## config.mk

```make
export PLATFORM = sky130hd
export DESIGN_NAME = uart_rx_deserializer
export DESIGN_NICKNAME = d
export VERILOG_FILES = /design/src/rtl/uart_rx_deserializer.sv
export SDC_FILE = /design/constraint.sdc
export NUM_CORES = 1
export LEC_CHECK = 0
export BUFFER_PORTS_ARGS = -buffer_cell sky130_fd_sc_hd__buf_2
export CAP_MARGIN = 40
export CORE_MARGIN = 2
export CORE_UTILIZATION = 59
export CTS_CLUSTER_SIZE = 30
export DETAILED_ROUTE_END_ITERATION = 7
export MAX_ROUTING_LAYER = met4
export PLACE_DENSITY = 0.78
export SLEW_MARGIN = 40
export SYNTH_ARGS = -nofsm -noshare
export SYNTH_HDL_FRONTEND = slang
export SYNTH_SLANG_ARGS = --single-unit
export TNS_END_PERCENT = 50
```

## constraint.sdc

```tcl
create_clock -name i_Clock -period 3.04 [get_ports i_Clock]
set_clock_uncertainty 0.15 [all_clocks]
set_input_delay 0.76 -clock i_Clock [delete_from_list [all_inputs] [get_ports i_Clock]]
set_output_delay 0.76 -clock i_Clock [all_outputs]
set_load 0.05 [all_outputs]
```

## src/rtl/uart_rx_deserializer.sv

```systemverilog
// rtl/uart_rx_deserializer.sv - 8N1 UART receive deserializer with mid-bit sampling and framing check
//
// Purpose:
//   Deserializes 8N1 frames from an asynchronous serial line into bytes.
//   The line is synchronized through two flops. The start bit is re-checked
//   at mid-bit. Data bits (LSB first) and the stop bit are each sampled
//   CLKS_PER_BIT clocks after the previous sample.
//
// Ports:
//   i_Clock      system clock, rising edge
//   i_Enable     asynchronous active-low reset
//   i_RX_Serial  asynchronous serial line, idles high
//   o_RX_DV      one-cycle strobe: o_RX_Byte updated with a good byte
//   o_RX_Byte    last good byte, held between frames
//   o_Frame_Err  one-cycle strobe: stop bit sampled low
//   o_RX_Active  high whenever the FSM is not idle

module uart_rx_deserializer #(
  parameter int CLKS_PER_BIT = 5208
) (
  input  logic       i_Clock,
  input  logic       i_Enable,
  input  logic       i_RX_Serial,
  output logic       o_RX_DV,
  output logic [7:0] o_RX_Byte,
  output logic       o_Frame_Err,
  output logic       o_RX_Active
);

  localparam int          HALF_BIT = (CLKS_PER_BIT - 1) / 2;
  localparam logic [15:0] HALF_CNT = 16'(HALF_BIT);
  localparam logic [15:0] LAST_CNT = 16'(CLKS_PER_BIT - 1);

  typedef enum logic [2:0] {
    s_IDLE,
    s_RX_START_BIT,
    s_RX_DATA_BITS,
    s_RX_STOP_BIT,
    s_CLEANUP
  } state_t;

  state_t      state;
  logic        rx_meta;
  logic        rx_s;
  logic [15:0] bit_cnt;
  logic [2:0]  bit_idx;
  logic [7:0]  shift;

  // Both stages reset to the idle level so leaving reset cannot look like a
  // start edge.
  always_ff @(posedge i_Clock or negedge i_Enable) begin
    if (!i_Enable) begin
      rx_meta <= 1'b1;
      rx_s    <= 1'b1;
    end else begin
      rx_meta <= i_RX_Serial;
      rx_s    <= rx_meta;
    end
  end

  always_ff @(posedge i_Clock or negedge i_Enable) begin
    if (!i_Enable) begin
      state       <= s_IDLE;
      bit_cnt     <= 16'd0;
      bit_idx     <= 3'd0;
      shift       <= 8'h00;
      o_RX_DV     <= 1'b0;
      o_RX_Byte   <= 8'h00;
      o_Frame_Err <= 1'b0;
      o_RX_Active <= 1'b0;
    end else begin
      case (state)
        s_IDLE: begin
          bit_cnt <= 16'd0;
          bit_idx <= 3'd0;
          if (!rx_s) begin
            state       <= s_RX_START_BIT;
            o_RX_Active <= 1'b1;
          end else begin
            o_RX_Active <= 1'b0;
          end
        end

        // Re-check the line at mid start bit; a high here means the low was
        // a glitch and the frame is dropped silently.
        s_RX_START_BIT: begin
          if (bit_cnt < HALF_CNT) begin
            bit_cnt <= bit_cnt + 16'd1;
          end else begin
            bit_cnt <= 16'd0;
            if (!rx_s) begin
              state <= s_RX_DATA_BITS;
            end else begin
              state       <= s_IDLE;
              o_RX_Active <= 1'b0;
            end
          end
        end

        // Counter is aligned to mid-bit, so a full bit period later lands
        // on the middle of the next bit.
        s_RX_DATA_BITS: begin
          if (bit_cnt < LAST_CNT) begin
            bit_cnt <= bit_cnt + 16'd1;
          end else begin
            bit_cnt        <= 16'd0;
            shift[bit_idx] <= rx_s;
            if (bit_idx < 3'd7) begin
              bit_idx <= bit_idx + 3'd1;
            end else begin
              bit_idx <= 3'd0;
              state   <= s_RX_STOP_BIT;
            end
          end
        end

        // Leaving at mid stop bit gives half a bit of margin before a
        // back-to-back start edge.
        s_RX_STOP_BIT: begin
          if (bit_cnt < LAST_CNT) begin
            bit_cnt <= bit_cnt + 16'd1;
          end else begin
            bit_cnt <= 16'd0;
            state   <= s_CLEANUP;
            if (rx_s) begin
              o_RX_Byte <= shift;
              o_RX_DV   <= 1'b1;
            end else begin
              o_Frame_Err <= 1'b1;
            end
          end
        end

        s_CLEANUP: begin
          o_RX_DV     <= 1'b0;
          o_Frame_Err <= 1'b0;
          o_RX_Active <= 1'b0;
          state       <= s_IDLE;
        end

        default: begin
          state       <= s_IDLE;
          o_RX_DV     <= 1'b0;
          o_Frame_Err <= 1'b0;
          o_RX_Active <= 1'b0;
        end
      endcase
    end
  end

endmodule

```

==> results.tsv, run 1 <==
stage	metric	value	unit
outcome	status	completed	
clocking	CTS Sinks	43	
routing	DR vias	1589	
yosys	main flop type after synthesis	dfrtp_1	
sta	Worst Tran Pin Value	0.632	ns
layout	diode count	0	
layout	fin util	67.5	%
floorplan	die height	63.9	um
floorplan	core area	3390	um^2
grt	Remaining Overflow, GRT	0	
clocking	Clock Latency Late Sink	0.36	ns
routing	Initial DRT Pass Iterations	4	
sta	post-layout minimum cycle time	2.79	ns
routing	# DRC	0	
place	port buffer count	13	
routing	antenna-violating nets left	0	
yosys	yosys warns	0	
clocking	post-CTS resize count	0	
sta	Fin Hold WS	0.215	ns
layout	most frequent cells in the layout	dfrtp_1 (41), nand2_1 (17), mux2_2 (16)	
pwr	worst vdd ir	0.000364	V
pwr	Leak	1.09	nW
grt	first-pass GRT wire length	7210	um
routing	Vias/cell	6.16	
yosys	Netlist Area Pre-Place	2120	um^2
sta	pins over their slew limit	0	
grt	vias in the first global route	1520	
grt	GRT Util Overall	23.2	%
layout	ratio of cells with drive above 1 in the final layout	24.1	%
sta	Final Hold Fails	0	
floorplan	boundary pin count	14	
layout	fill count	255	
setup_path	Setup CP Type	reg -> reg	
sta	Fmax	358	MHz
yosys	Mean Syn Cell Area	10.6	um^2
clocking	clk root buf	clkbuf_4	
yosys	register area share after synthesis	50.9	%
clocking	CTS Buf Count	5	
sta	RSZ-0062 raised after global routing	false	
grt	largest net degree at the start of global routing	44	
sta	Max-slew headroom	57.7	%
floorplan	die footprint	4090	um^2
sta	post-route clock period utilization	91.9	%
routing	Post-Route WL	4020	um
place	Post-DP Area	2190	um^2
setup_path	crit-path max FO	9	
pwr	PD cells	420	nW/um^2
setup_path	Setup crit end kind	flip-flop	
routing	drt wl/cell	15.6	um
setup_path	Critical Path RT	3.13	ns
layout	Final Cell Area	2290	um^2
clocking	Hold-fix buffers, CTS	0	
sta	Setup TNS	0	ns
yosys	Synthesized Nets	204	
yosys	EDFF count, synth	0	
flow_run	max_cap viols	0	
clocking	H-tree levels	2	
place	routability cong.	0.925	
place	placed cells	249	
yosys	Yosys cell types	46	
layout	most common cell after layout, fill and taps aside	dfrtp_1	
grt	initial antenna violation count	0	
layout	Final #Nets	216	
layout	fin cells	258	
yosys	Yosys reg bits	43	
clocking	Post-CTS Setup Inserts	0	
place	DP Wirelength	2820	um
setup_path	CP Launch Type	flip-flop	
routing	Iteration-0 DRC Markers	153	
layout	Layout area overhead	7.97	%
floorplan	standard-cell rows	21	
min_path	worst hold path type	in -> async	
yosys	FFs w/ async S/R, synth	100	%
setup_path	CP arrival	2.88	ns
floorplan	initial core utilization	62.5	%
clocking	Clock transition at path regs	0.13	ns
sta	Final Setup Violations	0	
clocking	CTS tree	built	
clocking	clk buf depth	2	
floorplan	die width	63.9	um
yosys	Mapped Cells	199	
==> stage by stage <==
stage	setup WS (ns)	total power, mW
floorplan	0.749	0.589
global route	0.0952	0.997
global placement	0.536	0.602
CTS	0.385	0.968
finish	0.247	0.961
detailed placement	0.412	0.603
==> routing by layer <==
layer | GRT usage [%] | share of wire, %
met5 | - | 0
met4 | 6.79 | 1.3
met3 | 5.11 | 3.6
met2 | 38.2 | 53
met1 | 29.0 | 42
==> layout make-up <==
| class | instances | area, um^2 | area share, % |
|---|---|---|---|
| flip-flops and latches | 43 | 1080 | 47.2 |
| inverters | 7 | 26.3 | 1.15 |
| repair buffers | 15 | 82.6 | 3.61 |
| clock inverters | 2 | 35.0 | 1.53 |
| well taps | 46 | 57.6 | 2.52 |
| multi-input cells | 139 | 956 | 41.8 |
| clock buffers | 6 | 51.3 | 2.24 |
==> state kept, by name (all words and copies together) (netlist names) <==
signal       count
shift            8
o_RX_DV          1
bit_cnt         16
rx_meta          1
rx_s             1
o_Frame_Err      1
state            3
o_RX_Active      1
bit_idx          3
o_RX_Byte        8
==> cells in the mapped netlist, types with 3 or more instances <==
cell type	instances	area share [%]
a31oi_1	7	2.1
nand2b_1	3	0.89
and3_1	5	1.5
nand2_1	17	3.0
inv_1	6	1.1
mux2_2	16	8.5
a21oi_1	14	3.3
clkbuf_1	7	1.2
o211ai_1	3	1.1
o21ai_0	5	1.2
a41oi_1	3	1.2
nor4_1	3	0.89
dfrtp_1	41	48
nand3_1	9	2.1
nor2_1	9	1.6
and2_1	3	0.89
nand2_2	4	1.2
nor3_1	6	1.4
o21ai_1	4	0.95
==> critical path: stages (launching register included) <==
cell and delay (ns):
dfrtp_1 0.46, ha_1 0.27, a21oi_1 0.09, o21a_1 0.19, a21oi_1 0.22, nor4_4 0.10
buf_4 0.18, nor4b_4 0.60, mux2_2 0.41
==> where the power goes <==
group | switching (mW) | internal [mW]
sequential | 0.00252 | 0.574
combinational | 0.0113 | 0.00268
clock | 0.175 | 0.194
==> logic make-up after synthesis <==
family,share of synthesized area [%]
AND/OR/NAND/NOR,19.7
AO/OA/AOI/OAI,14.9
flip-flops,50.9
buffers and inverters,3.96
multiplexers,8.98
adder cells (fa/ha/maj),1.18
XOR/XNOR,0.414
==> final timing paths <==
| kind | startpoint | end | slack [ns] | cells after the start |
|---|---|---|---|---|
| setup / recovery | bit_cnt[0]$_DFFE_PN0P_ | o_RX_Byte[6]$_DFFE_PN0P_ | 0.25 | 8 |
| hold / removal | i_Enable | bit_cnt[10]$_DFFE_PN0P_ | 0.22 | 1 |
| setup reg to reg | bit_cnt[0]$_DFFE_PN0P_ | o_RX_Byte[6]$_DFFE_PN0P_ | 0.25 | 8 |
| hold reg to reg | rx_meta$_DFF_PN1_ | rx_s$_DFF_PN1_ | 0.22 | 0 |
| max in group asynchronous | i_Enable | rx_meta$_DFF_PN1_ | 2.15 | 1 |
| min in group i_Clock | rx_meta$_DFF_PN1_ | rx_s$_DFF_PN1_ | 0.22 | 0 |
Power figures use the tool's default switching activity.
==> run 2, diff against run 1 <==
CORE_UTILIZATION = 53   (was 59)
PLACE_DENSITY = 0.74   (was 0.78)
SETUP_SLACK_MARGIN = 0.3   (was default)
clock period = 2.4 ns   (was 3.04 ns; I/O delays follow)
==> run 2 against run 1 <==
Net effect: non-clock buffer count increased by 29; sequential power rose by 27%; highest routed layer unchanged; sequential share of layout area decreased by 7.1 points; cell count rose by 12%; largest cell class is now multi-input gates; worst hold slack lost 0.13 ns; utilization grew 4.5 points; combinational power up 39%.
==> results.tsv, run 2 (synthesized netlist as in run 1, its figures left out) <==
stage	metric	value	unit	change
layout	multi-input combinational cell area	1100	um^2	+15%
floorplan	standard-cell rows	22		+4.8%
floorplan	boundary pin count	14		unchanged
layout	most common cell after layout, fill and taps aside	dfrtp_1		
place	routability cong.	0.866		-6.3%
sta	pins over their slew limit	0		unchanged
routing	Initial DRT Pass Iterations	4		unchanged
outcome	status	completed		
pwr	Int Pwr	1.04	mW	+35%
min_path	worst hold path type	in -> async		
layout	most frequent cells in the layout	dfrtp_1 (40), buf_4 (27), nand2_1 (17)		
sta	Fin Hold WS	0.0883	ns	-0.127 ns
setup_path	Setup CP Type	reg -> reg		
layout	Final Cell Area	2690	um^2	+18%
pwr	switching power total	269	uW	+42%
flow_run	max_cap viols	0		unchanged
clocking	clk root buf	clkbuf_8		
sta	post-layout minimum cycle time	2.23	ns	-0.565 ns
place	port buffer count	13		unchanged
sta	Max-slew headroom	71.7	%	+14 points
layout	fin cells	289		+12%
floorplan	core area	3740	um^2	+10%
pwr	Clk pwr share	42.8	%	+4.3 points
setup_path	slowest stage delay, CP	0.38	ns	-0.22 ns
layout	fill count	265		+3.9%
setup_path	crit-path max FO	7		-2
routing	Post-Route WL	4990	um	+24%
grt	Remaining Overflow, GRT	0		unchanged
layout	diode count	0		unchanged
setup_path	CP Launch Type	flip-flop		
setup_path	Critical Path RT	2.44	ns	-0.69 ns
place	DP Wirelength	3170	um	+13%
pwr	sequential power share	55.7	%	-4.4 points
clocking	Hold-fix buffers, CTS	0		unchanged
clocking	H-tree levels	2		unchanged
setup_path	Top Family by Delay on Critical Path	compound AO/OA/AOI/OAI gates		
setup_path	crit-path cells	ha_2 -> a21oi_2 -> o21a_1 -> a21oi_2 -> nor4_4 -> buf_6 -> buf_4 -> nor3_1 -> mux2_2		
layout	Layout area overhead	27.2	%	
clocking	clk buf depth	2		unchanged
sta	Final Setup Violations	0		unchanged
floorplan	die footprint	4520	um^2	+11%
sta	Fmax	449	MHz	+25%
layout	register area	1080	um^2	+0.12%
routing	Vias/cell	5.97		-3.1%
setup_path	most frequent CP cell	a21oi_2		
grt	first-pass GRT wire length	7850	um	+8.9%
layout	top flop regs	bit_cnt (16), o_RX_Byte (8), shift (8)		
layout	fin util	72.0	%	+4.5 points
grt	GRT Util Overall	24.2	%	+0.96 points
pwr	PD cells	487	nW/um^2	+16%
layout	Final #Nets	245		+13%
routing	antenna-violating nets left	0		unchanged
sta	Setup TNS	0	ns	unchanged
place	placed cells	269		+8.0%
grt	initial antenna violation count	0		unchanged
clocking	CTS Sinks	43		unchanged
grt	vias in the first global route	1640		+7.9%
floorplan	die height	67.2	um	+5.2%
setup_path	Buf/Inv on CP	2		+1
pwr	Sw Ratio	20.6	%	+0.85 points
floorplan	initial core utilization	56.6	%	-5.9 points
routing	Iteration-0 DRC Markers	181		+18%
sta	RSZ-0062 raised after global routing	true		
clocking	Clock Latency Late Sink	0.30	ns	-0.06 ns
setup_path	Setup crit end kind	flip-flop		
routing	drt wl/cell	17.2	um	+11%
routing	DR vias	1724		+8.5%
sta	post-route clock period utilization	92.8	%	+0.95 points
place	Place WS	-0.0767	ns	-0.488 ns
sta	Worst Tran Pin Value	0.414	ns	-0.218 ns
layout	ratio of cells with drive above 1 in the final layout	39.4	%	+15 points
sta	Setup WS post-layout	0.172	ns	-0.0747 ns
layout	largest register by flop count	bit_cnt		
clocking	Clock transition at path regs	0.08	ns	-0.05 ns
setup_path	CP max-delay cell	dfrtp_1		
routing	# DRC	0		unchanged
clocking	CTS tree	built		
pwr	Leak	1.32	nW	+21%
sta	Final Hold Fails	0		unchanged
clocking	CTS Buf Count	5		unchanged
floorplan	die width	67.2	um	+5.2%
place	Post-DP Area	2330	um^2	+6.4%
pwr	worst vdd ir	0.000284	V	-22%
layout	Largest register FFs	16		unchanged
setup_path	CP arrival	2.27	ns	-0.61 ns
pwr	Gate power share	1.5	%	about the same
grt	largest net degree at the start of global routing	37		-16%
pwr	Tot Pwr	1.31	mW	+36%
run 2: cell count changes in the layout (fill, tap and decap cells not counted), sizes merged:
cell	before	now
clkinv	2	3
clkbuf	6	5
buf	15	44
run 2: layer usage:
| metal | vias up | wire (um) | GRT usage [%] |
|---|---|---|---|
| li1 | 814 | - | - |
| met1 | 845 | 2140 | 31.3 |
| met2 | 58 | 2560 | 38.5 |
| met3 | 7 | 226 | 4.83 |
| met4 | 0 | 59 | 7.91 |
| met5 | - | 0 | - |
run 2: final cells by class:
type                       count  share of cell area, %
clock buffer                   5                   2.55
clock inverter                 3                   1.63
inverter                       7                  0.975
multi-input combinational    139                   40.7
sequential                    43                   40.1
tap                           48                   2.23
timing repair buffer          44                   11.8
run 2: worst paths after layout:
kind	from	endpoint	slack, ns	depth (start not counted)
setup reg to reg	bit_cnt[0]$_DFFE_PN0P_	shift[6]$_DFFE_PN0P_	0.17	9
min in group i_Clock	rx_meta$_DFF_PN1_	rx_s$_DFF_PN1_	0.21	0
setup / recovery	bit_cnt[0]$_DFFE_PN0P_	shift[6]$_DFFE_PN0P_	0.17	9
hold / removal	i_Enable	bit_cnt[7]$_DFFE_PN0P_	0.09	1
hold reg to reg	rx_meta$_DFF_PN1_	rx_s$_DFF_PN1_	0.21	0
max in group asynchronous	i_Enable	shift[1]$_DFFE_PN0P_	1.52	2
run 2: timing repair:
| action | in CTS | in global routing |
|---|---|---|
| endpoints found under the setup margin | 23 | 30 |
| setup buffers | 11 | 1 |
| gates resized for setup | 14 | 19 |
| pin swaps | 7 | 8 |
run 2: power groups by stage:
stage | clock network, mW | registers (mW) | logic [mW]
2_1_floorplan | 0 | 0.742 | 0.00414
3_3_place_gp | 0 | 0.744 | 0.0191
3_5_place_dp | 0 | 0.744 | 0.0200
4_1_cts | 0.568 | 0.730 | 0.0199
5_1_grt | 0.593 | 0.731 | 0.0230
6_report | 0.561 | 0.731 | 0.0195
run 2: worst reg2reg max path, stage by stage, from the launching register on:
cell and delay (ns):
dfrtp_1 0.38, ha_2 0.20, a21oi_2 0.05, o21a_1 0.19
a21oi_2 0.18, nor4_4 0.05, buf_6 0.13, buf_4 0.14
nor3_1 0.28, mux2_2 0.38
==> run 3, diff against run 2 <==
MAX_ROUTING_LAYER = default   (was met4)
==> run 3 against run 2 <==
Net effect: register-to-register slack better by 0.02 ns; maximum frequency is 0.95% higher; worst hold slack worse by 0.0022 ns; first-iteration DRC count is 9.4% lower; die area stayed put; flip-flop and latch count stayed put; non-clock buffer count stayed put; clock power hardly changed; via count is 0.93% lower.
==> results.tsv, run 3 (synthesized netlist as in run 1, its figures left out) <==
stage	metric	value	unit	change
setup_path	Critical Path RT	2.44	ns	about the same
outcome	status	completed		
clocking	Clock transition at path regs	0.09	ns	about the same
sta	post-route clock period utilization	91.9	%	-0.87 points
layout	ratio of cells with drive above 1 in the final layout	39.4	%	unchanged
floorplan	core area	3740	um^2	unchanged
sta	Final Hold Fails	0		unchanged
layout	most common cell after layout, fill and taps aside	dfrtp_1		
routing	Vias/cell	5.91		-0.93%
place	port buffer count	13		unchanged
clocking	CTS Buf Count	5		unchanged
layout	Final #Nets	245		unchanged
layout	Largest register FFs	16		unchanged
place	routability cong.	0.852		-1.6%
routing	DR vias	1708		-0.93%
setup_path	crit-path max FO	7		unchanged
setup_path	CP arrival	2.25	ns	-0.02 ns
floorplan	standard-cell rows	22		unchanged
flow_run	max_cap viols	0		unchanged
grt	initial antenna violation count	0		unchanged
clocking	CTS tree	built		
pwr	PD cells	487	nW/um^2	+0.10%
sta	Worst Tran Pin Value	0.407	ns	-0.00679 ns
floorplan	die width	67.2	um	unchanged
place	DP Wirelength	3170	um	unchanged
floorplan	die height	67.2	um	unchanged
clocking	clk root buf	clkbuf_8		
clocking	clk buf depth	2		unchanged
layout	most frequent cells in the layout	dfrtp_1 (40), buf_4 (27), nand2_1 (17)		
routing	drt wl/cell	17.2	um	-0.36%
layout	fin util	72.0	%	unchanged
clocking	Hold-fix buffers, CTS	0		unchanged
setup_path	beginning of the critical path	bit_cnt[0]$_DFFE_PN0P_		
routing	Initial DRT Pass Iterations	4		unchanged
layout	diode count	0		unchanged
clocking	Clock Latency Late Sink	0.30	ns	about the same
grt	met1 Track Usage GR	31.4	%	+0.11 points
sta	Setup WS post-layout	0.193	ns	+0.0210 ns
routing	antenna-violating nets left	0		unchanged
setup_path	CP Launch Type	flip-flop		
place	Place WS	-0.0767	ns	unchanged
grt	vias in the first global route	1643		+0.18%
layout	Layout area overhead	27.2	%	unchanged
setup_path	FF-to-FF Start	bit_cnt[0]$_DFFE_PN0P_		
floorplan	die footprint	4520	um^2	unchanged
grt	first-pass GRT wire length	7870	um	+0.18%
grt	met2 Usage GRT	38.6	%	+0.12 points
pwr	Tot Pwr	1.31	mW	+0.10%
floorplan	boundary pin count	14		unchanged
clocking	CTS Sinks	43		unchanged
grt	Remaining Overflow, GRT	0		unchanged
routing	Post-Route WL	4970	um	-0.36%
sta	post-layout minimum cycle time	2.21	ns	-0.0210 ns
grt	busiest grt layer	met2		
sta	Fmax	453	MHz	+0.95%
sta	pins over their slew limit	0		unchanged
pwr	Leak	1.32	nW	unchanged
routing	# DRC	0		unchanged
layout	largest register by flop count	bit_cnt		
grt	GRT Util Overall	23.6	%	-0.62 points
sta	Setup TNS	0	ns	unchanged
layout	fin cells	289		unchanged
setup_path	Setup CP Type	reg -> reg		
layout	top flop regs	bit_cnt (16), o_RX_Byte (8), shift (8)		
sta	RSZ-0062 raised after global routing	true		
clocking	H-tree levels	2		unchanged
setup_path	Setup crit end kind	flip-flop		
routing	Iteration-0 DRC Markers	164		-9.4%
pwr	worst vdd ir	0.000285	V	+0.29%
sta	Max-slew headroom	72.1	%	+0.46 points
grt	largest net degree at the start of global routing	37		unchanged
grt	met3 usage	4.83	%	unchanged
floorplan	initial core utilization	56.6	%	unchanged
place	placed cells	269		unchanged
sta	Final Setup Violations	0		unchanged
min_path	worst hold path type	in -> async		
==> run 3: path summary, 6_finish.rpt <==
check	end	slack [ns]	depth (start not counted)
max	o_RX_Byte[5]$_DFFE_PN0P_	0.19	9
min	bit_cnt[7]$_DFFE_PN0P_	0.09	1
max reg2reg	o_RX_Byte[5]$_DFFE_PN0P_	0.19	9
max in group asynchronous	shift[1]$_DFFE_PN0P_	1.53	2
min reg2reg	rx_s$_DFF_PN1_	0.21	0
min in group i_Clock	rx_s$_DFF_PN1_	0.21	0
==> run 3: stage by stage <==
step	hold WS [ns]	instance area, um^2
2_1_floorplan	0.154	2120
6_report	0.0862	2690
3_5_place_dp	0.200	2330
3_3_place_gp	0.199	2330
5_1_grt	0.124	2690
4_1_cts	0.212	2590
==> run 3: metal layers <==
layer,vias up,share of wire (%)
li1,813,-
met1,828,43
met2,62,51
met3,5,5.1
met4,0,0.95
met5,-,0
==> run 3: final cells by class <==
type	count	area (um^2)
Inverter	7	26.3
Clock inverter	3	43.8
Tap cell	48	60.1
Fill cell	265	1050
Multi-Input combinational cell	139	1100
Sequential cell	43	1080
Timing Repair Buffer	44	319
Clock buffer	5	68.8
==> run 3: worst max-delay path: stages, from the launching register on <==
cell     delay, ns
dfrtp_1       0.37
ha_2          0.19
a21oi_2       0.05
o21a_1        0.19
a21oi_2       0.18
nor4_4        0.05
buf_6         0.13
nor4b_4       0.29
buf_6         0.18
mux2_4        0.30
==> run 3: power breakdown <==
group,internal (mW),switching [mW]
Clock,0.310,0.253
Sequential,0.727,0.00354
Combinational,0.00453,0.0145
Total,1.04,0.271
==> run 3: repair_timing <==
action	in CTS	in global routing
gates resized for setup	14	19
pin swaps	7	8
setup endpoints to repair	23	30
setup buffers	11	1
